**src/rtl/mem_access_stage_pkg.sv**
```systemverilog
// Shared definitions for the MEM stage: control-bundle bit positions,
// handshake FSM states, default widths and an alignment helper.
package mem_access_stage_pkg;

  localparam int unsigned DATA_W_DEF = 32;

  // WB control bundle {reg_write, mem_to_reg}
  localparam int unsigned WB_REGW = 1;
  localparam int unsigned WB_M2R  = 0;

  // MEM control bundle {branch, mem_read, mem_write}
  localparam int unsigned MEM_BR = 2;
  localparam int unsigned MEM_RD = 1;
  localparam int unsigned MEM_WR = 0;

  typedef enum logic [1:0] {
    S_IDLE = 2'd0,
    S_WAIT = 2'd1,
    S_DONE = 2'd2
  } mem_state_e;

  // Word accesses only: the two byte-offset bits must be zero.
  function automatic logic is_word_aligned(input logic [1:0] lsb);
    return lsb == 2'b00;
  endfunction

endpackage

```
**src/rtl/mem_access_stage_if.sv**
```systemverilog
// Data-memory request/acknowledge bus.
//   master (MEM stage): drives req, we, addr, wdata; receives rdata, ack.
//   slave  (memory)   : receives req, we, addr, wdata; drives rdata, ack.
interface mem_access_stage_if #(
  parameter int unsigned DATA_W = 32
);
  logic              req;
  logic              we;
  logic [DATA_W-1:0] addr;
  logic [DATA_W-1:0] wdata;
  logic [DATA_W-1:0] rdata;
  logic              ack;

  modport master (
    output req, we, addr, wdata,
    input  rdata, ack
  );

  modport slave (
    input  req, we, addr, wdata,
    output rdata, ack
  );
endinterface

```
**src/rtl/mem_access_stage_dmem_handshake_fsm.sv**
```systemverilog
// Data-memory handshake controller: issues one request per aligned memory
// op, waits for ack with a bounded timeout, captures read data and keeps a
// sticky error flag (misalignment or timeout). State updates on falling edge.
//   in : clk, rst (async active-low), mem_op, is_write, aligned, ack, rdata
//   out: state, req, we, rdata_q, err
module mem_access_stage_dmem_handshake_fsm
  import mem_access_stage_pkg::*;
#(
  parameter int unsigned DATA_W  = DATA_W_DEF,
  parameter int unsigned TIMEOUT = 64
) (
  input  logic              clk,
  input  logic              rst,
  input  logic              mem_op,
  input  logic              is_write,
  input  logic              aligned,
  input  logic              ack,
  input  logic [DATA_W-1:0] rdata,
  output mem_state_e        state,
  output logic              req,
  output logic              we,
  output logic [DATA_W-1:0] rdata_q,
  output logic              err
);

  localparam int unsigned CNT_W = (TIMEOUT > 2) ? $clog2(TIMEOUT) : 1;

  mem_state_e        state_q, state_d;
  logic [CNT_W-1:0]  cnt_q, cnt_d;
  logic              req_q, req_d;
  logic              we_q, we_d;
  logic [DATA_W-1:0] data_q, data_d;
  logic              err_q, err_d;

  // State and datapath registers
  always_ff @(negedge clk or negedge rst) begin
    if (!rst) begin
      state_q <= S_IDLE;
      cnt_q   <= '0;
      req_q   <= 1'b0;
      we_q    <= 1'b0;
      data_q  <= '0;
      err_q   <= 1'b0;
    end else begin
      state_q <= state_d;
      cnt_q   <= cnt_d;
      req_q   <= req_d;
      we_q    <= we_d;
      data_q  <= data_d;
      err_q   <= err_d;
    end
  end

  // Next-state logic; ack on the expiry edge takes priority over timeout
  always_comb begin
    state_d = state_q;
    cnt_d   = cnt_q;
    req_d   = req_q;
    we_d    = we_q;
    data_d  = data_q;
    err_d   = err_q;
    case (state_q)
      S_IDLE: begin
        if (mem_op) begin
          if (aligned) begin
            state_d = S_WAIT;
            req_d   = 1'b1;
            we_d    = is_write;
            cnt_d   = '0;
          end else begin
            err_d = 1'b1;
          end
        end
      end
      S_WAIT: begin
        if (ack) begin
          state_d = S_DONE;
          req_d   = 1'b0;
          we_d    = 1'b0;
          data_d  = we_q ? '0 : rdata;
        end else if (cnt_q == CNT_W'(TIMEOUT - 1)) begin
          state_d = S_DONE;
          req_d   = 1'b0;
          we_d    = 1'b0;
          data_d  = '0;
          err_d   = 1'b1;
        end else begin
          cnt_d = cnt_q + CNT_W'(1);
        end
      end
      S_DONE: begin
        // Inputs advance on this edge; the next instruction is not issued here
        state_d = S_IDLE;
      end
      default: begin
        state_d = S_IDLE;
      end
    endcase
  end

  assign state   = state_q;
  assign req     = req_q;
  assign we      = we_q;
  assign rdata_q = data_q;
  assign err     = err_q;

endmodule

```
**src/rtl/mem_access_stage.sv**
```systemverilog
// MEM pipeline stage: consumes the EX/MEM bundle, performs loads/stores over
// the dmem bus (stalling upstream while pending), resolves branches, drives
// forwarding taps and registers the MEM/WB bundle on the falling edge.
//   in : clk, rst (async active-low), inWB, inMEM, inPCJump, inALUResult,
//        inALUZero, inRegB, inRegF_wreg
//   bus: dmem (master side of mem_access_stage_if)
//   out: outStall, outPCSrc, outPCBranch, MEM_AluResult, MEM_rd, MEM_regF_wr,
//        outWB, outReadData, outALUResult, outRegF_wreg, outMemErr
module mem_access_stage
  import mem_access_stage_pkg::*;
#(
  parameter int unsigned DATA_W  = DATA_W_DEF,
  parameter int unsigned REG_W   = 5,
  parameter int unsigned TIMEOUT = 64
) (
  input  logic              clk,
  input  logic              rst,
  input  logic [1:0]        inWB,
  input  logic [2:0]        inMEM,
  input  logic [DATA_W-1:0] inPCJump,
  input  logic [DATA_W-1:0] inALUResult,
  input  logic              inALUZero,
  input  logic [DATA_W-1:0] inRegB,
  input  logic [REG_W-1:0]  inRegF_wreg,
  mem_access_stage_if.master dmem,
  output logic              outStall,
  output logic              outPCSrc,
  output logic [DATA_W-1:0] outPCBranch,
  output logic [DATA_W-1:0] MEM_AluResult,
  output logic [REG_W-1:0]  MEM_rd,
  output logic              MEM_regF_wr,
  output logic [1:0]        outWB,
  output logic [DATA_W-1:0] outReadData,
  output logic [DATA_W-1:0] outALUResult,
  output logic [REG_W-1:0]  outRegF_wreg,
  output logic              outMemErr
);

  logic              mem_op;
  logic              aligned;
  mem_state_e        state;
  logic              fsm_req;
  logic              fsm_we;
  logic              fsm_err;
  logic [DATA_W-1:0] fsm_rdata;

  // Read+write together is treated as a write
  assign mem_op  = inMEM[MEM_RD] | inMEM[MEM_WR];
  assign aligned = is_word_aligned(inALUResult[1:0]);

  mem_access_stage_dmem_handshake_fsm #(
    .DATA_W  (DATA_W),
    .TIMEOUT (TIMEOUT)
  ) u_fsm (
    .clk      (clk),
    .rst      (rst),
    .mem_op   (mem_op),
    .is_write (inMEM[MEM_WR]),
    .aligned  (aligned),
    .ack      (dmem.ack),
    .rdata    (dmem.rdata),
    .state    (state),
    .req      (fsm_req),
    .we       (fsm_we),
    .rdata_q  (fsm_rdata),
    .err      (fsm_err)
  );

  // Bus drive: address/data come straight from the held EX/MEM inputs
  assign dmem.req   = fsm_req;
  assign dmem.we    = fsm_we;
  assign dmem.addr  = inALUResult;
  assign dmem.wdata = inRegB;

  // Branch resolution and forwarding taps
  assign outPCSrc      = inMEM[MEM_BR] & inALUZero;
  assign outPCBranch   = inPCJump;
  assign MEM_AluResult = inALUResult;
  assign MEM_rd        = inRegF_wreg;
  assign MEM_regF_wr   = inWB[WB_REGW];

  assign outStall  = ((state == S_IDLE) & mem_op & aligned) | (state == S_WAIT);
  assign outMemErr = fsm_err;

  // MEM/WB register; in IDLE any mem_op (aligned: stalled, misaligned: dropped) bubbles
  always_ff @(negedge clk or negedge rst) begin
    if (!rst) begin
      outWB        <= 2'b00;
      outReadData  <= '0;
      outALUResult <= '0;
      outRegF_wreg <= '0;
    end else if (state == S_DONE) begin
      outWB        <= inWB;
      outReadData  <= fsm_rdata;
      outALUResult <= inALUResult;
      outRegF_wreg <= inRegF_wreg;
    end else if (outStall || mem_op) begin
      outWB        <= 2'b00;
      outReadData  <= '0;
      outALUResult <= '0;
      outRegF_wreg <= '0;
    end else begin
      outWB        <= inWB;
      outReadData  <= '0;
      outALUResult <= inALUResult;
      outRegF_wreg <= inRegF_wreg;
    end
  end

endmodule

```
**src/flat_wrapper.sv**
```systemverilog
// flat-port wrapper written by rule: the top's interface ports become plain ports
module mem_access_stage_flat import mem_access_stage_pkg::*;
#(
  parameter int unsigned DATA_W  = DATA_W_DEF,
  parameter int unsigned REG_W   = 5,
  parameter int unsigned TIMEOUT = 64
)
  (clk, rst, inWB, inMEM, inPCJump, inALUResult, inALUZero, inRegB, inRegF_wreg, outStall, outPCSrc, outPCBranch, MEM_AluResult, MEM_rd, MEM_regF_wr, outWB, outReadData, outALUResult, outRegF_wreg, outMemErr, dmem_req, dmem_we, dmem_addr, dmem_wdata, dmem_rdata, dmem_ack);
  mem_access_stage_if #(.DATA_W(DATA_W)) dmem_i ();
  input  logic clk;
  input  logic rst;
  input  logic [1:0] inWB;
  input  logic [2:0] inMEM;
  input  logic [DATA_W-1:0] inPCJump;
  input  logic [DATA_W-1:0] inALUResult;
  input  logic inALUZero;
  input  logic [DATA_W-1:0] inRegB;
  input  logic [REG_W-1:0] inRegF_wreg;
  output logic outStall;
  output logic outPCSrc;
  output logic [DATA_W-1:0] outPCBranch;
  output logic [DATA_W-1:0] MEM_AluResult;
  output logic [REG_W-1:0] MEM_rd;
  output logic MEM_regF_wr;
  output logic [1:0] outWB;
  output logic [DATA_W-1:0] outReadData;
  output logic [DATA_W-1:0] outALUResult;
  output logic [REG_W-1:0] outRegF_wreg;
  output logic outMemErr;
  output wire logic [$bits(dmem_i.req)-1:0] dmem_req;
  output wire logic [$bits(dmem_i.we)-1:0] dmem_we;
  output wire logic [$bits(dmem_i.addr)-1:0] dmem_addr;
  output wire logic [$bits(dmem_i.wdata)-1:0] dmem_wdata;
  input wire logic [$bits(dmem_i.rdata)-1:0] dmem_rdata;
  input wire logic [$bits(dmem_i.ack)-1:0] dmem_ack;
  assign dmem_req = dmem_i.req;
  assign dmem_we = dmem_i.we;
  assign dmem_addr = dmem_i.addr;
  assign dmem_wdata = dmem_i.wdata;
  assign dmem_i.rdata = dmem_rdata;
  assign dmem_i.ack = dmem_ack;
  mem_access_stage #(.DATA_W(DATA_W), .REG_W(REG_W), .TIMEOUT(TIMEOUT)) u_core (.clk(clk), .rst(rst), .inWB(inWB), .inMEM(inMEM), .inPCJump(inPCJump), .inALUResult(inALUResult), .inALUZero(inALUZero), .inRegB(inRegB), .inRegF_wreg(inRegF_wreg), .dmem(dmem_i), .outStall(outStall), .outPCSrc(outPCSrc), .outPCBranch(outPCBranch), .MEM_AluResult(MEM_AluResult), .MEM_rd(MEM_rd), .MEM_regF_wr(MEM_regF_wr), .outWB(outWB), .outReadData(outReadData), .outALUResult(outALUResult), .outRegF_wreg(outRegF_wreg), .outMemErr(outMemErr));
endmodule
```
**config.mk**
```make
export PLATFORM = sky130hd
export DESIGN_NAME = mem_access_stage_flat
export DESIGN_NICKNAME = d
export VERILOG_FILES = /design/src/rtl/mem_access_stage_pkg.sv /design/src/rtl/mem_access_stage_if.sv /design/src/rtl/mem_access_stage_dmem_handshake_fsm.sv /design/src/rtl/mem_access_stage.sv /design/src/flat_wrapper.sv
export SDC_FILE = /design/constraint.sdc
export NUM_CORES = 1
export LEC_CHECK = 0
export CELL_PAD_IN_SITES_DETAIL_PLACEMENT = 0
export CELL_PAD_IN_SITES_GLOBAL_PLACEMENT = 2
export CORE_ASPECT_RATIO = 0.6
export CORE_MARGIN = 3
export CORE_UTILIZATION = 20
export DETAILED_ROUTE_END_ITERATION = 6
export GPL_TIMING_DRIVEN = 0
export PLACE_DENSITY_LB_ADDON = 0.1
export RECOVER_POWER = 25
export SETUP_SLACK_MARGIN = 0.15
export SYNTH_ARGS = -nofsm -noshare
export SYNTH_HDL_FRONTEND = slang
export SYNTH_SLANG_ARGS = --single-unit
```
**constraint.sdc**
```tcl
create_clock -name clk -period 1.8 [get_ports clk]
set_input_delay 0.36 -clock clk [delete_from_list [all_inputs] [get_ports clk]]
set_output_delay 0.36 -clock clk [all_outputs]
set_load 0.02 [all_outputs]
```
### After elaboration in Yosys (flattened, before gate mapping)

Cells that the tools add are included.

| storage, ports and cells | value |
|---|---|
| output and inout port bits | 210 |
| bits in registers | 114 |
| input port bits | 142 |
| word-level logic and storage cells | 69 |

| operators by class | value |
|---|---|
| reduce and logical (&&, ||, !) cells | 10 |
| muxes and demuxes | 33 |
| equal/unequal tests | 10 |
| add/subtract/negate cells | 1 |
| bitwise gates (word level) | 5 |

Operator list:

| operator | number |
|---|---|
| 2-to-1 mux 32 bit | 6 |
| 2-to-1 mux 6 bit | 4 |
| 2-to-1 mux 2 bit | 6 |
| case mux 6 bit (2 select lines) | 1 |
| 2-to-1 mux 1 bit | 10 |
| 2-to-1 mux 5 bit | 2 |
| AND reduction 5 bit | 2 |
| != test 2 bit, second input constant | 4 |
| adder 6 x 1 -> 6 bit, second input constant | 1 |
| == test 6 bit, second input constant | 1 |
| case mux 1 bit (2 select lines) | 3 |
| logical NOT 2 bit | 2 |
| != test 2 x 1 -> 1 bit, second input constant | 2 |
| case mux 2 bit (2 select lines) | 1 |
| AND reduction 4 bit | 1 |
| nonzero test 2 bit | 2 |
| bitwise AND 1 bit | 3 |
| != test 3 bit, second input constant | 1 |
| AND reduction 3 bit | 1 |
| == test 2 x 1 -> 1 bit, second input constant | 1 |
| == test 2 bit, second input constant | 1 |
| bitwise OR 1 bit | 2 |
| AND reduction 2 bit | 1 |
| logical OR 1 bit | 1 |

### Depth between registers and ports, before layout

Gate-level depths: netlist of run 1.

| depth | value |
|---|---|
| depth in word-level cells | 7 |
| mapped depth | 6 |

### Hierarchy

From an unflattened synthesis of run 1, not the netlist that was laid out.

| second synthesis, totals | value |
|---|---|
| cells, all modules | 417 |
| area total of the unflattened synthesis | 5091.1 um^2 |

Modules (own cells, without submodules):

| module | area an instance (um^2) | sequential area each (um^2) | cells each | instances |
|---|---|---|---|---|
| mem_access_stage | 3387.0 | 1776.7 | 291 | 1 |
| mem_access_stage_dmem_handshake_fsm | 1704.1 | 1076.0 | 126 | 1 |

==> results of run 1 <==
[area by class of cell]
cell class | instances | area share, %
Sequential cell | 114 | 29.3
Inverter | 5 | 0.219
Timing Repair Buffer | 320 | 34.5
Clock inverter | 11 | 1.07
Tap cell | 322 | 4.14
Buffer | 150 | 12.7
Multi-Input combinational cell | 150 | 13.2
Clock buffer | 21 | 4.94
[how the worst max path moves through the flow]
stage                                      start                             endpoint  slack, ps  cells past startpoint
5_1_grt        u_core.u_fsm.state[0]$_DFFE_NN0P_                             outStall       -690                      4
4_1_cts        u_core.u_fsm.state[0]$_DFFE_NN0P_                             outStall       -670                      4
2_1_floorplan                     inALUResult[0]    u_core.u_fsm.cnt_q[2]$_DFFE_NN0P_       -320                      4
6_report       u_core.u_fsm.state[0]$_DFFE_NN0P_                             outStall       -630                      4
3_3_place_gp                                 rst    u_core.outALUResult[13]$_DFF_NN0_      -5090                      1
3_5_place_dp                            dmem_ack  u_core.u_fsm.rdata_q[4]$_DFFE_NN0P_      -1240                      4
[worst reg2reg max path, cell delays in order (launching register included)]
cell and delay [ps]:
dfrtn_1 470, ha_1 290, a41oi_4 130, or2_4 270, buf_12 160, buf_8 130
a22o_4 200
[cells by family after synthesis]
group,Yosys count
mux,3
compound gates,44
flops,114
simple gates,101
xor+xnor,1
buf+inv,155
fa+ha+maj,1
[metrics by stage]
stage                     setup WS, ps  std cells
after floorplan                   -316        419
after global placement           -5090       1028
after detailed placement         -1240       1029
after CTS                         -666       1083
after global routing              -693       1093
final                             -626       1093
[sequential cells by signal, summed over array words and instances, names as in the netlist]
register	cells
u_core.outALUResult	32
u_core.outReadData	32
u_core.u_fsm.rdata_q	32
u_core.u_fsm.cnt_q	6
u_core.outRegF_wreg	5
u_core.outWB	2
u_core.u_fsm.state	2
u_core.u_fsm.err	1
u_core.u_fsm.req	1
u_core.u_fsm.we	1
[routing by layer]
metal  routed length [um]  GRT usage, %
met1                 8150          17.4
met2                 8270          18.9
met3                 1550          6.51
met4                  127          3.42
met5                    0             0
[power by group]
part / internal, mW / switching, mW / leakage, nW / total, mW
registers: 3.02 / 0.210 / 1.52 / 3.23
logic: 1.36 / 0.993 / 2.98 / 2.35
clock network: 2.04 / 1.25 / 0.274 / 3.30
total: 6.42 / 2.45 / 4.77 / 8.87
[Yosys cell counts, types with 2 or more instances]
| cell type | n | area, sq um |
|---|---|---|
| and2_1 | 72 | 450 |
| and4b_1 | 2 | 20.0 |
| nor2_1 | 5 | 18.8 |
| buf_4 | 135 | 1010 |
| buf_8 | 3 | 45.0 |
| nor3_1 | 3 | 15.0 |
| inv_1 | 5 | 18.8 |
| nor2b_1 | 2 | 12.5 |
| nand2_1 | 4 | 15.0 |
| a22o_2 | 4 | 40.0 |
| mux2i_1 | 3 | 30.0 |
| clkbuf_2 | 2 | 10.0 |
| a21oi_1 | 4 | 20.0 |
| buf_2 | 4 | 20.0 |
| a22o_1 | 28 | 245 |
| nand3_1 | 2 | 10.0 |
| o21ai_0 | 2 | 10.0 |
| dfrtn_1 | 114 | 2850 |
| nor4_1 | 2 | 12.5 |
| clkbuf_1 | 5 | 18.8 |
[timing repair]
item	4_1_cts	5_1_grt
pin swaps	17	10
gates resized for setup	745	51
setup endpoints to repair	228	187
setup buffers	17	8
cloned	5	2
==> results.yml, run 1 <==
run_status:
  status: "finished with violations"
  violations: "setup timing"
sta:
  rsz0062_at_grt: "yes"
  hold_violations: 0
  finalSetupViolations: 112
  clock_skew_ps: 8.40
  relSlewSlack_pct: 47.5
  hold_slack_ps: 426
  worstMarginPinSlew_ps: 788
  drv_slew: 0
  fin_ws_ps: -626
  tns_ps: -31590
die:
  dieArea_sq_um: 27200
  placeableCoreArea_sq_um: 24500
  io_pins: 352
  die_w_um: 211
  die_y_um: 129
  fp-row-count: 44
  start_util_pct: 20.6
finish:
  nNetsFinal: 901
  layout_commonest_cell: "buf_4"
  multi_input_area_sq_um: 1280
  final_area_sq_um: 9720
  drive_gt1_share_pct: 51.5
  fillers: 2396
  final_cell_mix: "150 x buf_4, 114 x dfrtn_1, 112 x clkdlybuf4s50_1, 86 x buf_6, 40 x and2_4"
  area_delta_synth_final_pct: 92.9
  final_util_pct: 39.7
  num_antenna_cells: 0
  seq_area_sq_um: 2850
synthesis:
  ys_async_sr_fraction_pct: 100
  postSynthNetCount: 562
  synth.distinct_cells: 38
  synth_xor_area_share_pct: 0.174
  ys.flop_type: "dfrtn_1"
  syn_avg_cell_area_sq_um: 12.0
  syn-cell-area_sq_um: 5040
  yosysSeqAreaShare_pct: 56.6
  yosysWarnings: 0
  synth_edf_count: 0
  synth_top_family_by_area: "buffers and inverters"
  synth_mux_area_share_pct: 0.596
  syn_inst: 419
  synth-simple-area-share_pct: 12.6
  ys_seq_elements: 114
  synth-compound-area-share_pct: 7.27
  synth_fa_ha_area_share_pct: 0.248
setup_path:
  arrival_ps: 2070
  critPathLaunchType: "register"
  crit_chain: "buf_6 > inv_4 > a21oi_2 > buf_6"
  r2r-end: "u_core.u_fsm.rdata_q[31]$_DFFE_NN0P_"
  crit_slowest_cell: "dfrtn_1"
  crit_family: "flip-flops"
  reg2reg_from: "u_core.u_fsm.cnt_q[0]$_DFFE_NN0P_"
  end_kind: "primary output"
  r2r_slack_ps: 0
  cp_max_fo: 2
  max_stage_delay_ps: 400
  crit_top_cell: "buf_6"
  required_ps: 1440
  path_class: "reg2out"
  critPathBufInv: 3
  reg2reg_depth: 6
cts:
  cts_root_buf: "clkbuf_16"
  insertion_delay_ps: 400
  cts_tree: "done"
  htree_levels: 4
  cts.sinks: 114
  ctsLongestPathBuffers: 2
  cts_buffers: 17
  clk_pin_slew_ps: 40
  hold_buffers: 0
worst_hold_path:
  holdPathEnd: "u_core.outReadData[8]$_DFF_NN0_"
  min_path_type: "reg2reg"
  worst_hold_path.num_cells: 1
  hp-start: "u_core.u_fsm.rdata_q[8]$_DFFE_NN0P_"
place:
  dpl_cell_area_sq_um: 8400
  dp_hpwl_mm: 13.7
  io_buffers: 287
  gp_congestion: 0.784
detailed_routing:
  drt-initial-drc-count: 105
  wirelength_mm: 18.1
  via_count: 4014
  detail-route-antenna-nets: 0
  drc: 0
  drt-vias-per-instance: 3.67
  wl_per_cell_um: 16.6
  first_pass_iters: 4
power_and_ir_drop:
  power_density_nw_per_um2: 913
  vdd_drop_max_mv: 0.458
  p_leak_nw: 4.77
  fin_total_pwr_mw: 8.87
job:
  max-cap-violations: 0
grt:
  grt_pass1_vias: 4246
  grt_max_degree: 65
  grt-ovfl-total: 0
  grt_pass1_wl_mm: 26.3
  grt_usage_pct: 13.1
  antenna_found_initial: 0
Power figures use the tool's default switching activity.
==> inputs of run 2 (changes only) <==
MAX_ROUTING_LAYER = met4   (was unset)
==> results.yml, run 2 (synthesis gave the netlist of run 1 again) <==
grt:
  grt_pass1_vias: 4250
  antenna_found_initial: 0
  grt_usage_pct: 13.5
  grt_pass1_wl_mm: 26.2
  grt-ovfl-total: 0
  grt_max_degree: 65
detailed_routing:
  drt-initial-drc-count: 88
  drc: 0
  wirelength_mm: 18.1
  wl_per_cell_um: 16.6
  via_count: 4013
  drt-vias-per-instance: 3.67
  first_pass_iters: 4
  detail-route-antenna-nets: 0
cts:
  cts_root_buf: "clkbuf_16"
  ctsLongestPathBuffers: 2
  cts.sinks: 114
  clk_pin_slew_ps: 40
  insertion_delay_ps: 400
  cts_buffers: 17
  htree_levels: 4
  cts_tree: "done"
run_status:
  status: "finished with violations"
  violations: "setup timing"
die:
  die_w_um: 211
  fp-row-count: 44
  die_y_um: 129
  io_pins: 352
  dieArea_sq_um: 27200
  start_util_pct: 20.6
  placeableCoreArea_sq_um: 24500
power_and_ir_drop:
  vdd_drop_max_mv: 0.460
  power_density_nw_per_um2: 913
  p_leak_nw: 4.77
sta:
  drv_slew: 0
  hold_slack_ps: 424
  finalSetupViolations: 112
  clock_skew_ps: 9.74
  worstMarginPinSlew_ps: 785
  hold_violations: 0
  rsz0062_at_grt: "yes"
  fin_ws_ps: -630
  relSlewSlack_pct: 47.7
finish:
  final_util_pct: 39.7
  final_cell_mix: "150 x buf_4, 114 x dfrtn_1, 112 x clkdlybuf4s50_1, 86 x buf_6, 40 x and2_4"
  num_antenna_cells: 0
  fillers: 2396
  seq_area_sq_um: 2850
  layout_commonest_cell: "buf_4"
  drive_gt1_share_pct: 51.5
  multi_input_area_sq_um: 1280
  nNetsFinal: 901
  area_delta_synth_final_pct: 92.9
job:
  max-cap-violations: 0
place:
  dp_hpwl_mm: 13.7
  io_buffers: 287
  gp_congestion: 0.795
  pre_cts_ws_ps: -1240
setup_path:
  critPathLaunchType: "register"
  end_kind: "primary output"
  required_ps: 1440
  arrival_ps: 2070
  path_class: "reg2out"
  cp_max_fo: 2
worst_hold_path:
  min_path_type: "reg2reg"
==> run 2: per-layer routing <==
layer | up-vias | global-route usage, % | part of all wire (%)
met5 | - | - | 0
met4 | 0 | 3.42 | 0.64
met3 | 12 | 6.31 | 8.8
met2 | 148 | 19.0 | 46
met1 | 1930 | 17.5 | 45
li1 | 1923 | - | -
==> run 2: worst paths after layout <==
path | from | to | depth (start not counted) | slack [ps]
max | u_core.u_fsm.state[0]$_DFFE_NN0P_ | outStall | 4 | -630
min | u_core.u_fsm.rdata_q[8]$_DFFE_NN0P_ | u_core.outReadData[8]$_DFF_NN0_ | 1 | 420
max reg2reg | u_core.u_fsm.cnt_q[0]$_DFFE_NN0P_ | u_core.u_fsm.rdata_q[31]$_DFFE_NN0P_ | 6 | 0
min reg2reg | u_core.u_fsm.rdata_q[8]$_DFFE_NN0P_ | u_core.outReadData[8]$_DFF_NN0_ | 1 | 420
max in group asynchronous | rst | u_core.outALUResult[10]$_DFF_NN0_ | 2 | 130
min in group asynchronous | rst | u_core.outReadData[26]$_DFF_NN0_ | 1 | 830
==> run 2: what timing repair did <==
action	4_1_cts	5_1_grt
setup endpoints to repair	228	187
hold buffers	0	0
setup buffers	17	8
pin swaps	17	10
gates cloned	5	2
resized for setup	745	51
==> run 2: critical path, cell delays in order, from the launching register on <==
cell,delay (ps)
dfrtn_1,400
buf_6,100
inv_4,30
a21oi_2,120
buf_6,130
==> run 2: cell type report <==
class / count / area share [%]
Sequential cell: 114 / 29.3
Timing Repair Buffer: 320 / 34.5
Clock inverter: 11 / 1.07
Multi-Input combinational cell: 150 / 13.2
Inverter: 5 / 0.219
Clock buffer: 21 / 4.94
Tap cell: 322 / 4.14
Buffer: 150 / 12.7
==> run 2: through the flow <==
stage	TNS (ps)	std cells	instance area (sq um)	power, mW
2_1_floorplan	-16470	419	5100	4.29
3_5_place_dp	-135890	1029	8400	5.31
6_report	-31430	1093	9720	8.88
5_1_grt	-36810	1093	9720	9.36
3_3_place_gp	-707990	1028	8370	5.30
4_1_cts	-33360	1083	9660	8.99
==> run 2: power breakdown <==
| group | internal (mW) | switching, mW | total (mW) | leakage, nW |
|---|---|---|---|---|
| clock network | 2.04 | 1.25 | 3.30 | 0.274 |
| logic | 1.36 | 0.993 | 2.35 | 2.98 |
| registers | 3.02 | 0.211 | 3.23 | 1.52 |
| total | 6.42 | 2.46 | 8.88 | 4.77 |
==> inputs of run 3 (changes only) <==
CORE_AREA = 3 3 136 138   (was unset)
CORE_ASPECT_RATIO = unset   (was 0.6)
CORE_MARGIN = unset   (was 3)
CORE_UTILIZATION = unset   (was 20)
DIE_AREA = 0 0 139 141   (was unset)
DONT_BUFFER_PORTS = 1   (was unset)
PLACE_DENSITY = 0.68   (was unset)
PLACE_DENSITY_LB_ADDON = unset   (was 0.1)
==> results.yml, run 3 (synthesis gave the netlist of run 1 again) <==
place:
  io_buffers: 0
  dp_hpwl_mm: 10.7
  pre_cts_ws_ps: -394
  dpl_cell_area_sq_um: 5380
  gp_congestion: 0.755
run_status:
  violations: "setup timing"
  status: "finished with violations"
worst_hold_path:
  min_path_type: "reg2reg"
  worst_hold_path.num_cells: 1
  hp-start: "u_core.u_fsm.rdata_q[6]$_DFFE_NN0P_"
  holdPathEnd: "u_core.outReadData[6]$_DFF_NN0_"
finish:
  layout_commonest_cell: "buf_4"
  nNetsFinal: 593
  num_antenna_cells: 0
  final_area_sq_um: 6280
  area_delta_synth_final_pct: 24.5
  drive_gt1_share_pct: 49.2
  final_cell_mix: "139 x buf_4, 114 x dfrtn_1, 62 x and2_1, 28 x a22o_1, 18 x clkbuf_16"
  final_util_pct: 36.3
setup_path:
  arrival_ps: 2050
  reg2reg_from: "u_core.u_fsm.cnt_q[0]$_DFFE_NN0P_"
  max_stage_delay_ps: 400
  crit_slowest_cell: "dfrtn_1"
  crit_chain: "buf_6 > inv_4 > a21oi_4"
  r2r-end: "u_core.u_fsm.rdata_q[19]$_DFFE_NN0P_"
  r2r_slack_ps: 20
  end_kind: "primary output"
  required_ps: 1440
  path_class: "reg2out"
  reg2reg_depth: 7
  critPathLaunchType: "register"
  cp_max_fo: 2
job:
  max-cap-violations: 0
cts:
  cts_tree: "done"
  cts_root_buf: "clkbuf_16"
  clk_pin_slew_ps: 40
  htree_levels: 4
  cts.sinks: 114
  ctsLongestPathBuffers: 2
  cts_buffers: 17
  insertion_delay_ps: 390
grt:
  grt_max_degree: 115
  busiest_layer: "met2"
  grt_pass1_vias: 3101
  grt_use_met2_pct: 22.2
  grt_usage_pct: 13.8
  use_met1_pct: 15.6
  antenna_found_initial: 0
  grt-ovfl-total: 0
  grt_pass1_wl_mm: 19.6
  met3_usage_pct: 5.02
die:
  start_util_pct: 29.1
  die_w_um: 139
  placeableCoreArea_sq_um: 17300
  io_pins: 352
  dieArea_sq_um: 19600
  die_y_um: 141
  fp-row-count: 48
detailed_routing:
  detail-route-antenna-nets: 0
  drc: 0
  drt-vias-per-instance: 4.38
  first_pass_iters: 4
  drt-initial-drc-count: 106
  wl_per_cell_um: 20.3
  via_count: 3010
  wirelength_mm: 14.0
sta:
  clock_skew_ps: 6.89
  drv_slew: 0
  rsz0062_at_grt: "yes"
  finalSetupViolations: 85
  fin_ws_ps: -606
  hold_violations: 0
  relSlewSlack_pct: 68.6
  tns_ps: -27610
  worstMarginPinSlew_ps: 467
power_and_ir_drop:
  power_density_nw_per_um2: 1260
  vdd_drop_max_mv: 0.606
  p_leak_nw: 3.15
## run 3: cell types whose count changed in the layout (fill, tap and decap cells not counted), moves of 5 or more
cell             delta
and2_4             -29
buf_6              -81
clkdlybuf4s50_1   -112
buf_8               -5
clkdlybuf4s25_1    -15
dlymetal6s2s_1      -6
dlygate4sd2_1      -18
and2_1             +29
dlygate4sd3_1      -13
clkdlybuf4s15_2    -22
buf_4              -11
clkbuf_2           -16
## run 3: through the flow
step	instances	power, mW	hold slack (ps)
3_5_place_dp	644	4.52	421
6_report	688	7.93	428
3_3_place_gp	644	4.49	423
2_1_floorplan	419	4.29	399
4_1_cts	686	8.03	426
5_1_grt	688	8.31	431
## run 3: critical path: cells and delay by family, from the launching register on
kind,cells,cell delay [ps]
flip-flops,1,400
AO/OA/AOI/OAI,1,210
buffers and inverters,2,140
## run 3: per-layer routing
| layer | vias to the layer above | part of all wire (%) |
|---|---|---|
| met2 | 187 | 53 |
| li1 | 1305 | - |
| met4 | 0 | 2.0 |
| met1 | 1500 | 37 |
| met5 | - | 0 |
| met3 | 18 | 8.1 |
## run 3: power breakdown
part           total [mW]  internal, mW  leakage, nW  switching (mW)
combinational        1.21         0.662         1.36           0.552
sequential           3.40          3.02         1.52           0.384
clock                3.31          2.05        0.276            1.27
## run 3: repair_timing
item	4_1_cts	5_1_grt
gates resized for setup	38	8
setup buffers	6	2
pin swaps	7	5
endpoints found under the setup margin	132	130
hold buffers	0	0
gates cloned	4	0
## run 3: final cells by class
type                    instances  area [sq um]
plain buffers                 150          1170
inverters                       5          21.3
clock buffers                  17           425
repair buffers                 12           165
well taps                     225           282
multi-input cells             150          1200
flip-flops and latches        114          2850
fillers                      1718         11000
clock inverters                15           158
## run 3: worst max-delay path by stage
stage / startpoint / to / slack [ps] / cells past startpoint
final: u_core.u_fsm.state[0]$_DFFE_NN0P_ / outStall / -610 / 3
after global routing: u_core.u_fsm.state[0]$_DFFE_NN0P_ / outStall / -660 / 3
after CTS: u_core.u_fsm.state[0]$_DFFE_NN0P_ / outStall / -630 / 3
after detailed placement: u_core.u_fsm.state[0]$_DFFE_NN0P_ / outStall / -390 / 3
after global placement: u_core.u_fsm.state[0]$_DFFE_NN0P_ / outStall / -390 / 3
after floorplan: inALUResult[0] / u_core.u_fsm.cnt_q[2]$_DFFE_NN0P_ / -320 / 4
